File: src/rtl/spi_arb.sv
// Two-requester round-robin arbiter in front of a single SPI master.
// Grants, launches, waits for completion (or watchdog timeout), then enforces an inter-transaction gap.
module spi_arb #(
    parameter int GAP_CYCLES = 2,
    parameter int TIMEOUT    = 1023
) (
    input  logic        clk,
    input  logic        rst,
    input  logic        req0,
    input  logic        req1,
    input  logic [2:0]  ss0,
    input  logic [2:0]  ss1,
    input  logic [15:0] data0,
    input  logic [15:0] data1,
    output logic        gnt0,
    output logic        gnt1,
    output logic        done0,
    output logic        done1,
    output logic        err,
    output logic [7:0]  rd_data,
    output logic        wrt_SPI,
    output logic [15:0] SPI_data,
    output logic [2:0]  ss,
    input  logic        SPI_done,
    input  logic [7:0]  EEP_data
);

    localparam int WW = (TIMEOUT > 1) ? $clog2(TIMEOUT + 1) : 1;
    localparam int GW = (GAP_CYCLES > 1) ? $clog2(GAP_CYCLES) : 1;
    localparam logic [WW-1:0] WD_LAST  = WW'(TIMEOUT - 1);
    localparam logic [WW-1:0] WD_MAX   = WW'(TIMEOUT);
    localparam logic [GW-1:0] GAP_LAST = GW'((GAP_CYCLES > 0) ? GAP_CYCLES - 1 : 0);

    typedef enum logic [1:0] {IDLE, LAUNCH, BUSY, GAP} state_t;

    state_t          state, state_d;
    logic            last_gnt;
    logic            pick1;
    logic            any_req;
    logic            timeout;
    logic            finish;
    logic [WW-1:0]   wd_cnt;
    logic [GW-1:0]   gap_cnt;

    always_comb begin
        pick1   = req1 && (!req0 || !last_gnt);
        any_req = req0 || req1;
        // Fire on the edge that would take the watchdog to TIMEOUT, so done/err land TIMEOUT cycles after BUSY entry.
        timeout = (state == BUSY) && !SPI_done && (wd_cnt == WD_LAST);
        finish  = (state == BUSY) && (SPI_done || timeout);
        state_d = state;
        case (state)
            IDLE:    if (any_req) state_d = LAUNCH;
            LAUNCH:  state_d = BUSY;
            BUSY:    if (finish) state_d = (GAP_CYCLES == 0) ? IDLE : GAP;
            GAP:     if (gap_cnt == GAP_LAST) state_d = IDLE;
            default: state_d = IDLE;
        endcase
    end

    always_ff @(posedge clk) begin
        if (rst) state <= IDLE;
        else     state <= state_d;
    end

    always_ff @(posedge clk) begin
        if (rst) begin
            last_gnt <= 1'b1;
            ss       <= '0;
            SPI_data <= '0;
            rd_data  <= '0;
            wrt_SPI  <= 1'b0;
            gnt0     <= 1'b0;
            gnt1     <= 1'b0;
            done0    <= 1'b0;
            done1    <= 1'b0;
            err      <= 1'b0;
            wd_cnt   <= '0;
            gap_cnt  <= '0;
        end else begin
            wrt_SPI <= 1'b0;
            gnt0    <= 1'b0;
            gnt1    <= 1'b0;
            done0   <= 1'b0;
            done1   <= 1'b0;
            err     <= 1'b0;
            case (state)
                IDLE: begin
                    if (any_req) begin
                        gnt0     <= !pick1;
                        gnt1     <= pick1;
                        last_gnt <= pick1;
                        ss       <= pick1 ? ss1 : ss0;
                        SPI_data <= pick1 ? data1 : data0;
                    end
                end
                LAUNCH: begin
                    wrt_SPI <= 1'b1;
                    wd_cnt  <= '0;
                end
                BUSY: begin
                    if (finish) begin
                        done0   <= !last_gnt;
                        done1   <= last_gnt;
                        err     <= timeout;
                        ss      <= '0;
                        gap_cnt <= '0;
                        if (SPI_done) rd_data <= EEP_data;
                    end else if (wd_cnt != WD_MAX) begin
                        wd_cnt <= wd_cnt + WW'(1);
                    end
                end
                GAP: begin
                    if (gap_cnt != GAP_LAST) gap_cnt <= gap_cnt + GW'(1);
                end
                default: ;
            endcase
        end
    end

endmodule
File: config.mk
export PLATFORM = sky130hd
export DESIGN_NAME = spi_arb
export DESIGN_NICKNAME = d
export VERILOG_FILES = /design/src/rtl/spi_arb.sv
export SDC_FILE = /design/constraint.sdc
export NUM_CORES = 1
export LEC_CHECK = 0
export ABC_AREA = 1
export CORE_MARGIN = 2
export CORE_UTILIZATION = 44
export DETAILED_ROUTE_END_ITERATION = 7
export PLACE_DENSITY = 0.76
export SLEW_MARGIN = 0
export SYNTH_ARGS = -nofsm -noshare
export SYNTH_HDL_FRONTEND = slang
export SYNTH_SLANG_ARGS = --single-unit
File: constraint.sdc
create_clock -name clk -period 2.1 [get_ports clk]
set_input_delay 0.42 -clock clk [delete_from_list [all_inputs] [get_ports clk]]
set_output_delay 0.42 -clock clk [all_outputs]
set_load 0.005 [all_outputs]
Word-level counts from Yosys, hierarchy flattened
Cells that the tools add are included.
{"block": "word_totals", "register_bits": 47, "input_bits": 51, "out_inout_bits": 33, "word_cells": 68}
{"block": "op_classes", "add_sub_neg": 2, "eq_ne": 10, "mux": 16, "bitwise": 4, "n_reduce_logical": 23}
{"op": "$mux 10", "count": 2}
{"op": "$pmux 10 s2", "count": 1}
{"op": "$mux 16", "count": 1}
{"op": "$reduce_and 3->1", "count": 4}
{"op": "$add 10x1->10 const B", "count": 1}
{"op": "$eq 10x10->1 const B", "count": 1}
{"op": "$ne 10x10->1 const B", "count": 1}
{"op": "$mux 3", "count": 3}
{"op": "$ne 2x2->1 const B", "count": 4}
{"op": "$pmux 2 s4", "count": 1}
{"op": "$mux 2", "count": 3}
{"op": "$pmux 3 s2", "count": 1}
{"op": "$reduce_bool 2->1", "count": 3}
{"op": "$reduce_or 3->1", "count": 2}
{"op": "$eq 2x2->1 const B", "count": 2}
{"op": "$logic_and 1x1->1", "count": 4}
{"op": "$logic_not 1->1", "count": 4}
{"op": "$not 1->1", "count": 4}
{"op": "$reduce_and 2->1", "count": 2}
{"op": "$logic_or 1x1->1", "count": 3}
{"op": "$mux 1", "count": 3}
{"op": "$eq 2x1->1 const B", "count": 1}
{"op": "$logic_not 2->1", "count": 1}
{"op": "$ne 2x1->1 const B", "count": 1}
{"op": "2 further kinds", "count": 2}

Longest topological paths before layout
{"block": "logic_depth", "word_depth": 7, "ltp_mapped": 13}

Worst setup path after synthesis
Ideal clock, no wire load.
{"block": "synth_timing", "kind": "reg-to-reg", "from": "reg state[0]", "to": "reg wd_cnt[8]", "setup_ns": 0.110, "arrival_time_ns": 1.384, "path_slack_ns": 0.606, "path_stages_with_launch": 14, "path_buffers": 2, "period_less_slack_ns": 1.494, "cell_sequence": "dfxtp_1 -> inv_1 -> ha_1 -> buf_4 -> inv_4 -> nor2_2 -> nand3_2 -> nand2_2 -> nand2_2 -> buf_6 -> nand3_1 -> nand2_1 -> inv_1 -> nor2_1"}
{"block": "synth_via", "elab_chain_len": 7, "word_cells_on_any_way": 11, "classes_between": "eq/ne (4); mux (1); reduce/logical (6)"}
{"element": "start, declared", "line": "36", "source": "state_t state, state_d;"}
{"element": "start signal, assigned", "line": "63", "source": "else state <= state_d;"}
{"element": "$eq 2x2->1", "line": "49, 50, 87"}
{"element": "$logic_and 1x1->1 (2 in a row)", "line": "49", "source": "timeout = (state == BUSY) && !SPI_done && (wd_cnt == WD_LAST);"}
{"element": "$logic_or 1x1->1", "line": "50", "source": "finish = (state == BUSY) && (SPI_done || timeout);"}
{"element": "$logic_and 1x1->1", "line": "50"}
{"element": "$ne 2x2->1 (no line)"}
{"element": "$reduce_and 3->1 (no line)"}
{"element": "end signal, assigned", "line": "110", "source": "wd_cnt <= wd_cnt + WW'(1);"}
{"element": "end, declared", "line": "42", "source": "logic [WW-1:0] wd_cnt;"}
Parallel ways exist; a longest one is shown, timed or not.
A chain may end at the register's enable or synchronous reset.

Worst setup path after layout
{"block": "layout_timing", "from": "reg state[0]", "to": "reg wd_cnt[0]"}
Same word-level chain as after synthesis.

==> out/metrics.cfg <==
[sta]
fin_crit_ns=1.71
setup_slack_ns=0.393
min_period_over_period_pct=81.3
tns_ns=0
relSlewSlack_pct=75.1
setup_viol=0
hold_viol_final=0
rsz0062_at_grt=no
fmax_mhz=586
skew_ns=0.00677
final_max_slew_viol_count=0
tightest_slew_ns=0.373

[worst_setup_path]
r2r-end=wd_cnt[0]
path_cells=inv_1 > ha_1 > inv_4 > nor2_2 > nand3_2 > nand2_2 > nand2_2 > nand2_2 > nor2_1 > nor2_1
cp-startpoint=state[0]
slowest_delay_ns=0.39
regToRegSetupSlack_ns=0.39
cp_max_fo=12
crit_arrival_ns=1.91
required_ns=2.30
path_common_cell=nand2_2
setup.worst_path.end_class=flop
cp-start-kind=flop
crit_path_top_delay_cell=dfxtp_1
reg2reg_depth=10
crit_type=flop to flop
r2r_start=state[0]
worstSetupEndpoint=wd_cnt[0]

[place]
io_buffers=83
dp_slack_ns=0.194
dp_hpwl_um=4160
place.gp.congestion=0.879

[clocking]
cts_tree=yes
numCtsBuffers=5
insertion_delay_ns=0.30
cts.path.max_buffers=2
clk_pin_slew_ns=0.09
cts-root-buf=clkbuf_8
h-tree-depth=2
post-cts-setup-buffers=0
cts.sinks=47
hold_buffers=0
cts-resized-gates=0

[synth]
ys_ff_latch=47
synth_area_leaders=dfxtp_1 42%, nand2_1 14%, nor2_1 7.0%
seq_area_frac_synth_pct=42.0
syn_area_um2=2240
synthAdderAreaFrac_pct=3.35
netlist_instances=322
ys_async_sr_fraction_pct=0
yosysWarnings=0
synth_simple_gate_area_share_pct=30.4
synth_xor_area_share_pct=0
synth_top_area_share_pct=42.0
synth_compound_area_share_pct=15.4
syn_avg_cell_area_um2=6.95
synth_top_family_by_area=simple AND/OR/NAND/NOR gates
ys_types=24
synth_edf_count=0
synth-main-ff-cell=dfxtp_1
muxShareOfSynthArea_pct=0
yosysMostFrequentCell=nand2_1
netlist_top_cells_count=85 x nand2_1, 47 x dfxtp_1, 42 x nor2_1
synth_area_leader_cell=dfxtp_1
synth_nets=379

[route]
vias_per_cell=4.79
dr.first_iter.drc_count=134
finalWirelength_um=5620
routedWlPerCell_um=11.9
drtAntennaViolNets=0
dr_total_vias=2265
drtPass1Iterations=4
drc=0

[status]
status=finished, final reports clean

[job]
max_cap_viol_count=0

[floorplanning]
die_h_um=75.3
placeableCoreArea_um2=4820
die_area_um2=5670
io_pins=84
start_util_pct=46.5
placementRows=25
die_w_um=75.3

[layout]
final-seq-area_um2=941
num_antenna_cells=0
finalNetCount=462
multiInputGateArea_um2=1100
syn2layout_area_growth_pct=47.0
nFillCells=462
drive_gt1_share_pct=6.90

[power_and_ir_drop]
ir_worst_vdd_mv=0.538
power_density_nw_per_um2=1020
static-leakage-power_nw=1.34

[hold_path]
hp-class=flop to flop

[grt]
grt_pass1_wl_um=9110
grtUsageTotal_pct=20.6
first_global_vias=2052
grt-ovfl-total=0
antenna_found_initial=0
grt_max_degree=33

## layout by cell type (no fill, tap or decap), drive strengths merged
cell,Yosys,layout
nor3b,1,1
nor2,45,45
o21ai,32,32
nor3,3,3
clkdlybuf4s50,0,83
dfxtp,47,47
buf,5,7
clkbuf,9,6
inv,32,32
nand2,90,90
a31oi,18,18
o21bai,1,1
nand4,1,1
ha,6,6
bufinv,0,2
nand3,19,19
a21oi,13,13
## per-layer routing
| layer | track usage, % | wire length, um | part of all wire (%) |
|---|---|---|---|
| met5 | 0 | 0 | 0 |
| met4 | 6.04 | 52 | 0.93 |
| met3 | 6.61 | 443 | 7.9 |
| met2 | 36.4 | 2680 | 48 |
| met1 | 23.9 | 2440 | 43 |
## worst min path at each step
stage / cells after the start / from / to / slack (ns)
6_report: 1 / last_gnt / done0 / 0.45
5_1_grt: 2 / gap_cnt / gap_cnt / 0.49
4_1_cts: 1 / last_gnt / done0 / 0.45
3_5_place_dp: 1 / last_gnt / done0 / 0.43
3_3_place_gp: 1 / last_gnt / done0 / 0.43
2_1_floorplan: 1 / last_gnt / done0 / 0.41
## power breakdown
group	internal [mW]	switching [mW]	leakage, nW
logic	0.684	0.673	0.886
clock network	0.476	0.299	0.0654
registers	1.12	0.116	0.386
total	2.28	1.09	1.34
## critical path: cells and delay by family (launching register included)
family	cells	cell delay, ns
flops	1	0.39
simple gates	7	0.77
buf+inv	2	0.19
fa+ha+maj	1	0.24
## metrics by stage
step,hold WS (ns),cells,total power [mW],area [um^2],util (%)
after floorplan,0.413,322,1.97,2240,-
after global placement,0.429,465,2.58,3160,65.5
after detailed placement,0.434,465,2.61,3160,65.5
after CTS,0.454,473,3.40,3290,68.3
after global routing,0.493,473,3.62,3290,68.3
final,0.448,473,3.37,3290,68.3
## kinds of logic after synthesis
| group | Yosys count |
|---|---|
| adder cells (fa/ha/maj) | 6 |
| buffers and inverters | 46 |
| AO/OA/AOI/OAI | 64 |
| flip-flops | 47 |
| AND/OR/NAND/NOR | 159 |
## final cells by class
type / count / area share (%)
multi-input cells: 229 / 33.5
flip-flops and latches: 47 / 28.6
clock buffers: 6 / 2.21
well taps: 67 / 2.55
inverters: 32 / 3.73
repair buffers: 90 / 27.6
clock inverters: 2 / 1.83
## state kept, by name, summed over array words and instances, names as in the netlist
name,flops
wrt_SPI,1
rd_data,8
SPI_data,16
gnt1,1
last_gnt,1
ss,3
gap_cnt,1
state,2
wd_cnt,10
done1,1
err,1
gnt0,1
done0,1
No activity file was read; power rests on OpenSTA's default activity.
